### src/rtl/morse_pkg.sv
// Shared definitions for the Morse letter controller: symbol codes, letter
// geometry, timer width and FSM state encoding.
package morse_pkg;

    localparam int LETTER_W = 10;
    localparam int CNT_W    = 16;

    localparam logic [2:0] MAX_SYMBOLS = 3'd5;

    localparam logic [1:0] SYM_EMPTY = 2'b00;
    localparam logic [1:0] SYM_SHORT = 2'b10;
    localparam logic [1:0] SYM_LONG  = 2'b11;

    typedef enum logic [1:0] {
        ST_IDLE    = 2'd0,
        ST_PRESSED = 2'd1,
        ST_GAP     = 2'd2,
        ST_EMIT    = 2'd3
    } state_t;

endpackage

### src/rtl/morse_tick_counter.sv
// 16-bit saturating duration counter advanced by the tick strobe; clear wins
// over increment so a new interval always starts from zero.
module morse_tick_counter
    import morse_pkg::*;
(
    input  logic             clk,
    input  logic             rst_n,
    input  logic             i_clr,
    input  logic             i_en,
    output logic [CNT_W-1:0] o_count
);

    logic [CNT_W-1:0] r_count;

    always_ff @(posedge clk or negedge rst_n) begin
        if (!rst_n) begin
            r_count <= '0;
        end else if (i_clr) begin
            r_count <= '0;
        end else if (i_en && (r_count != {CNT_W{1'b1}})) begin
            r_count <= r_count + 1'b1;
        end
    end

    assign o_count = r_count;

endmodule

### src/rtl/morse_letter_ctrl.sv
// Collects timed key presses into a packed Morse letter of up to five symbols
// and offers it to a downstream converter through a valid/ready handshake.
module morse_letter_ctrl
    import morse_pkg::*;
#(
    parameter int SHORT_MAX = 2000,
    parameter int LONG_MIN  = 4000,
    parameter int LONG_MAX  = 7000,
    parameter int GAP_TICKS = 7000
) (
    input  logic                clk,
    input  logic                rst_n,
    input  logic                tick_en,
    input  logic                key_state,
    input  logic                key_down,
    input  logic                key_up,
    input  logic                del_pulse,
    input  logic                fin_pulse,
    output logic [LETTER_W-1:0] letter,
    output logic                letter_valid,
    input  logic                letter_ready,
    output logic [2:0]          sym_count,
    output logic                led_short,
    output logic                led_long,
    output logic                led_null,
    output logic                err
);

    localparam logic [CNT_W-1:0] SHORT_MAX_C = CNT_W'(SHORT_MAX);
    localparam logic [CNT_W-1:0] LONG_MIN_C  = CNT_W'(LONG_MIN);
    localparam logic [CNT_W-1:0] LONG_MAX_C  = CNT_W'(LONG_MAX);
    localparam logic [CNT_W-1:0] GAP_TICKS_C = CNT_W'(GAP_TICKS);

    // Reset asserts immediately but releases only after two clean clock edges.
    logic [1:0]          r_rst_sync;
    logic                w_rst_n;

    state_t              r_state;
    state_t              w_state_nxt;
    logic [LETTER_W-1:0] r_letter;
    logic [LETTER_W-1:0] w_letter_nxt;
    logic [2:0]          r_sym_count;
    logic [2:0]          w_sym_count_nxt;
    logic                r_err;
    logic                w_err_nxt;

    logic                w_press_clr;
    logic                w_gap_clr;
    logic [CNT_W-1:0]    w_press_cnt;
    logic [CNT_W-1:0]    w_gap_cnt;
    logic                w_key_press;
    logic                w_gap_timeout;
    logic [1:0]          w_code;

    always_ff @(posedge clk or negedge rst_n) begin
        if (!rst_n) begin
            r_rst_sync <= 2'b00;
        end else begin
            r_rst_sync <= {r_rst_sync[0], 1'b1};
        end
    end

    assign w_rst_n = r_rst_sync[1];

    morse_tick_counter u_press_cnt (
        .clk     (clk),
        .rst_n   (w_rst_n),
        .i_clr   (w_press_clr),
        .i_en    (tick_en && (r_state == ST_PRESSED)),
        .o_count (w_press_cnt)
    );

    morse_tick_counter u_gap_cnt (
        .clk     (clk),
        .rst_n   (w_rst_n),
        .i_clr   (w_gap_clr),
        .i_en    (tick_en && (r_state == ST_GAP)),
        .o_count (w_gap_cnt)
    );

    // SYM_EMPTY marks a press length that falls in no accepted window.
    function automatic logic [1:0] classify(input logic [CNT_W-1:0] dur);
        if ((dur != '0) && (dur <= SHORT_MAX_C)) begin
            return SYM_SHORT;
        end else if ((dur >= LONG_MIN_C) && (dur <= LONG_MAX_C)) begin
            return SYM_LONG;
        end
        return SYM_EMPTY;
    endfunction

    assign w_key_press   = key_down && !key_state;
    assign w_gap_timeout = (w_gap_cnt >= GAP_TICKS_C);
    assign w_code        = classify(w_press_cnt);

    always_ff @(posedge clk or negedge w_rst_n) begin
        if (!w_rst_n) begin
            r_state     <= ST_IDLE;
            r_letter    <= '0;
            r_sym_count <= '0;
            r_err       <= 1'b0;
        end else begin
            r_state     <= w_state_nxt;
            r_letter    <= w_letter_nxt;
            r_sym_count <= w_sym_count_nxt;
            r_err       <= w_err_nxt;
        end
    end

    always_comb begin
        w_state_nxt     = r_state;
        w_letter_nxt    = r_letter;
        w_sym_count_nxt = r_sym_count;
        w_err_nxt       = 1'b0;
        w_press_clr     = 1'b0;
        w_gap_clr       = 1'b0;

        case (r_state)
            ST_IDLE: begin
                if (del_pulse && (r_sym_count != '0)) begin
                    w_letter_nxt    = {2'b00, r_letter[LETTER_W-1:2]};
                    w_sym_count_nxt = r_sym_count - 1'b1;
                end else if (w_key_press) begin
                    w_state_nxt = ST_PRESSED;
                    w_press_clr = 1'b1;
                end
            end

            ST_PRESSED: begin
                if (key_up) begin
                    w_state_nxt = ST_GAP;
                    w_gap_clr   = 1'b1;
                    if ((w_code == SYM_EMPTY) || (r_sym_count == MAX_SYMBOLS)) begin
                        w_err_nxt = 1'b1;
                    end else begin
                        w_letter_nxt    = {r_letter[LETTER_W-3:0], w_code};
                        w_sym_count_nxt = r_sym_count + 1'b1;
                    end
                end
            end

            // Finish (or timeout) beats delete, which beats a new press.
            ST_GAP: begin
                if (fin_pulse || w_gap_timeout) begin
                    w_state_nxt = (r_sym_count != '0) ? ST_EMIT : ST_IDLE;
                end else if (del_pulse) begin
                    if (r_sym_count != '0) begin
                        w_letter_nxt    = {2'b00, r_letter[LETTER_W-1:2]};
                        w_sym_count_nxt = r_sym_count - 1'b1;
                        if (r_sym_count == 3'd1) begin
                            w_state_nxt = ST_IDLE;
                        end
                    end
                end else if (w_key_press) begin
                    w_state_nxt = ST_PRESSED;
                    w_press_clr = 1'b1;
                end
            end

            ST_EMIT: begin
                if (letter_ready) begin
                    w_state_nxt     = ST_IDLE;
                    w_letter_nxt    = '0;
                    w_sym_count_nxt = '0;
                end
            end

            default: begin
                w_state_nxt = ST_IDLE;
            end
        endcase
    end

    assign letter       = r_letter;
    assign sym_count    = r_sym_count;
    assign letter_valid = (r_state == ST_EMIT);
    assign err          = r_err;

    assign led_short = (r_state == ST_PRESSED) && (w_press_cnt != '0);
    assign led_long  = (r_state == ST_PRESSED) && (w_press_cnt >= LONG_MIN_C);
    assign led_null  = (r_state == ST_PRESSED) && (w_press_cnt > LONG_MAX_C);

endmodule

### config.mk
export PLATFORM = sky130hd
export DESIGN_NAME = morse_letter_ctrl
export DESIGN_NICKNAME = d
export VERILOG_FILES = /design/src/rtl/morse_pkg.sv /design/src/rtl/morse_tick_counter.sv /design/src/rtl/morse_letter_ctrl.sv
export SDC_FILE = /design/constraint.sdc
export NUM_CORES = 1
export LEC_CHECK = 0
export BUFFER_PORTS_ARGS = -buffer_cell sky130_fd_sc_hd__buf_4
export CAP_MARGIN = 20
export CORE_UTILIZATION = 55
export CTS_CLUSTER_SIZE = 20
export DETAILED_ROUTE_END_ITERATION = 8
export GPL_TIMING_DRIVEN = 1
export HOLD_SLACK_MARGIN = 0.03
export PLACE_DENSITY = 0.82
export REMOVE_ABC_BUFFERS = 1
export SLEW_MARGIN = 20
export SYNTH_ARGS = -nofsm -noshare
export SYNTH_HDL_FRONTEND = slang
export SYNTH_SLANG_ARGS = --single-unit
### constraint.sdc
create_clock -name clk -period 2.1 [get_ports clk]
set_clock_uncertainty 0.05 [all_clocks]
set_input_delay 0.105 -clock clk [delete_from_list [all_inputs] [get_ports clk]]
set_output_delay 0.105 -clock clk [all_outputs]
set_load 0.05 [all_outputs]
==> impl_metrics.json <==
{
  "status": "finished with violations",
  "violations": "setup timing",
  "clock_path_buffers": 2,
  "htreeDepth": 2,
  "grt_use_total_pct": 27.3,
  "layout_common_cells": "68 x buf_4, 49 x dfrtp_1, 40 x nor2_1",
  "grt_max_degree": 49,
  "multi_input_area_mm2": 0.00159,
  "overflow": 0,
  "die_area_mm2": 0.00549,
  "slew_violations": 0,
  "drv_cap": 0,
  "wl_per_cell_um": 16.0,
  "placementRows": 25,
  "r2r_slack_ns": -0.48,
  "final_common_cell": "buf_4",
  "worstSetupEndpoint": "letter[1]$_DFFE_PN0P_",
  "worstPathArrival_ns": 2.72,
  "dp_hpwl_um": 4670,
  "chipWidth_um": 74.1,
  "drive_above_1_share_pct": 27.6,
  "antenna_found_initial": 0,
  "ys_types": 53,
  "start_kind": "flop",
  "clock_sinks": 50,
  "worst-r2r-cell-count": 7,
  "setup_viol": 17,
  "grt_first_pass_wirelength_um": 11500,
  "path_max_fanout": 3,
  "cts_buffers": 5,
  "hold_path_class": "input pin to async pin",
  "whs_ns": 0.0593,
  "grt_pass1_vias": 2526,
  "tns_ns": -5.84,
  "yosysWarningCount": 0,
  "worst_slack_ns": -0.483,
  "ys_ff_latch": 50,
  "drt_iter0_drc": 197,
  "synth_area_per_cell_um2": 9.44,
  "vias": 2611,
  "placedCellCount": 430,
  "fin_cells": 448,
  "p_leak_nw": 1.81,
  "core_area_mm2": 0.00485,
  "viasPerCell": 5.83,
  "r2r_start": "u_press_cnt.o_count[10]$_DFFE_PN0P_",
  "synth_cells": 303,
  "max_freq_ghz": 0.387,
  "num_antenna_cells": 0,
  "worst_pin_slew_ns": 0.609,
  "io_pins": 27,
  "synthArstFlopShare_pct": 100,
  "initial_core_util_pct": 59.0,
  "maxSlewHeadroom_pct": 59.4,
  "path_class": "flop to flop",
  "cellPowerDensity_mw_per_mm2": 1010,
  "finalHoldViolCount": 0,
  "critPathCaptureType": "flop",
  "cp.required_ns": 2.24,
  "seqCellArea_mm2": 0.00125,
  "nets": 397,
  "firstDrtPassIters": 5,
  "die_h_um": 74.1,
  "cts_root_buf": "clkbuf_8",
  "fin_crit_sh_pct": 123,
  "startpoint": "u_press_cnt.o_count[10]$_DFFE_PN0P_",
  "io_buffers": 26,
  "syn-cell-area_mm2": 0.00286,
  "drt_wl_total_um": 7150,
  "drc_errors": 0,
  "fillers": 310,
  "cts_tree": "yes",
  "rsz0062_at_grt": "true",
  "period_minus_slack_ns": 2.58,
  "synthFlopType": "dfrtp_1",
  "insertion_delay_ns": 0.31,
  "r2r_end": "letter[1]$_DFFE_PN0P_",
  "area_growth_pct": 30.4,
  "synth_edf_count": 0,
  "ys_seq_area_share_pct": 43.7,
  "irDropWorstVdd_mv": 0.547,
  "gp_congestion": 0.939,
  "clk_pin_slew_ns": 0.09,
  "postRouteAntennaNets": 0
}
==> per-layer routing <==
layer	part of all wire, %	GRT usage (%)
met3	4.7	4.47
met4	1.8	11.3
met5	0	0
met1	43	33.5
met2	50	47.6
==> per-stage QoR <==
step / power (mW) / cell area [um2] / util [%] / setup WS, ns
2_1_floorplan: 2.27 / 2810 / - / -0.492
5_1_grt: 3.96 / 3730 / 76.9 / -0.541
6_report: 3.75 / 3730 / 76.9 / -0.483
4_1_cts: 3.58 / 3620 / 74.6 / -0.422
3_3_place_gp: 2.83 / 3440 / 71.0 / -0.408
3_5_place_dp: 2.89 / 3440 / 71.0 / -0.476
==> power by group <==
| part | switching (mW) | internal (mW) | total (mW) |
|---|---|---|---|
| Sequential | 0.114 | 1.09 | 1.20 |
| Combinational | 1.10 | 0.863 | 1.96 |
| Clock | 0.325 | 0.265 | 0.590 |
==> final cells by class <==
type / count / area share, %
clock buffers: 6 / 2.21
clock inverters: 2 / 0.336
inverters: 13 / 1.31
multi-input cells: 229 / 42.5
flip-flops and latches: 50 / 33.6
well taps: 67 / 2.25
repair buffers: 81 / 17.8
==> worst max-delay path: stages (launching register included) <==
cell	delay, ns
dfrtp_1	0.39
or4_4	0.54
or4_4	0.54
a21oi_4	0.18
a311oi_4	0.13
nor2_4	0.14
buf_4	0.15
mux2_1	0.34
==> synthesized netlist by cell type (all sizes together) (8+ instances only) <==
cell	count	area [um2]
nand3	14	70.1
dfrtp	50	1250
nor3	9	45.0
xnor2	11	96.3
inv	13	48.8
xor2	18	158
and3	8	50.1
clkbuf	8	30.0
mux2i	8	80.1
ha	8	100
o21ai	10	50.0
nand4	10	62.6
nand2	25	93.8
nor2	41	161
==> flip-flops by register name (all words and copies together) (netlist names) <==
name                 flops
sym_count                3
u_gap_cnt.o_count       16
r_state                  2
r_rst_sync               2
u_press_cnt.o_count     16
err                      1
letter                  10
==> worst min-delay path by stage <==
stage / endpoint / slack [ns] / depth (start not counted)
detailed placement: r_rst_sync[0]$_DFF_PN0_ / -0.16 / 1
global route: r_rst_sync[1]$_DFF_PN0_ / 0.07 / 2
finish: r_rst_sync[1]$_DFF_PN0_ / 0.06 / 2
global placement: r_rst_sync[0]$_DFF_PN0_ / -0.16 / 1
floorplan: r_rst_sync[0]$_DFF_PN0_ / -0.24 / 0
CTS: r_rst_sync[1]$_DFF_PN0_ / 0.05 / 2
==> logic make-up (layout without fill, tap and decap cells) <==
logic type | count (synthesis) | in the layout | share of synthesized area, %
compound gates | 42 | 42 | 11.0
xor+xnor | 29 | 29 | 8.88
fa+ha+maj | 8 | 8 | 3.50
buf+inv | 24 | 102 | 3.46
flops | 50 | 50 | 43.7
mux | 15 | 15 | 5.56
other cells | 1 | 1 | 0.131
simple gates | 134 | 134 | 23.8
==> timing repair <==
| action | CTS | global route |
|---|---|---|
| hold endpoints to repair | 3 | 0 |
| setup endpoints to repair | 16 | 21 |
| resized for setup | 6 | 17 |
| hold buffers | 2 | 0 |
| pin swaps | 4 | 3 |
| setup buffers | 5 | 3 |
(Power assumes the default switching activity.)
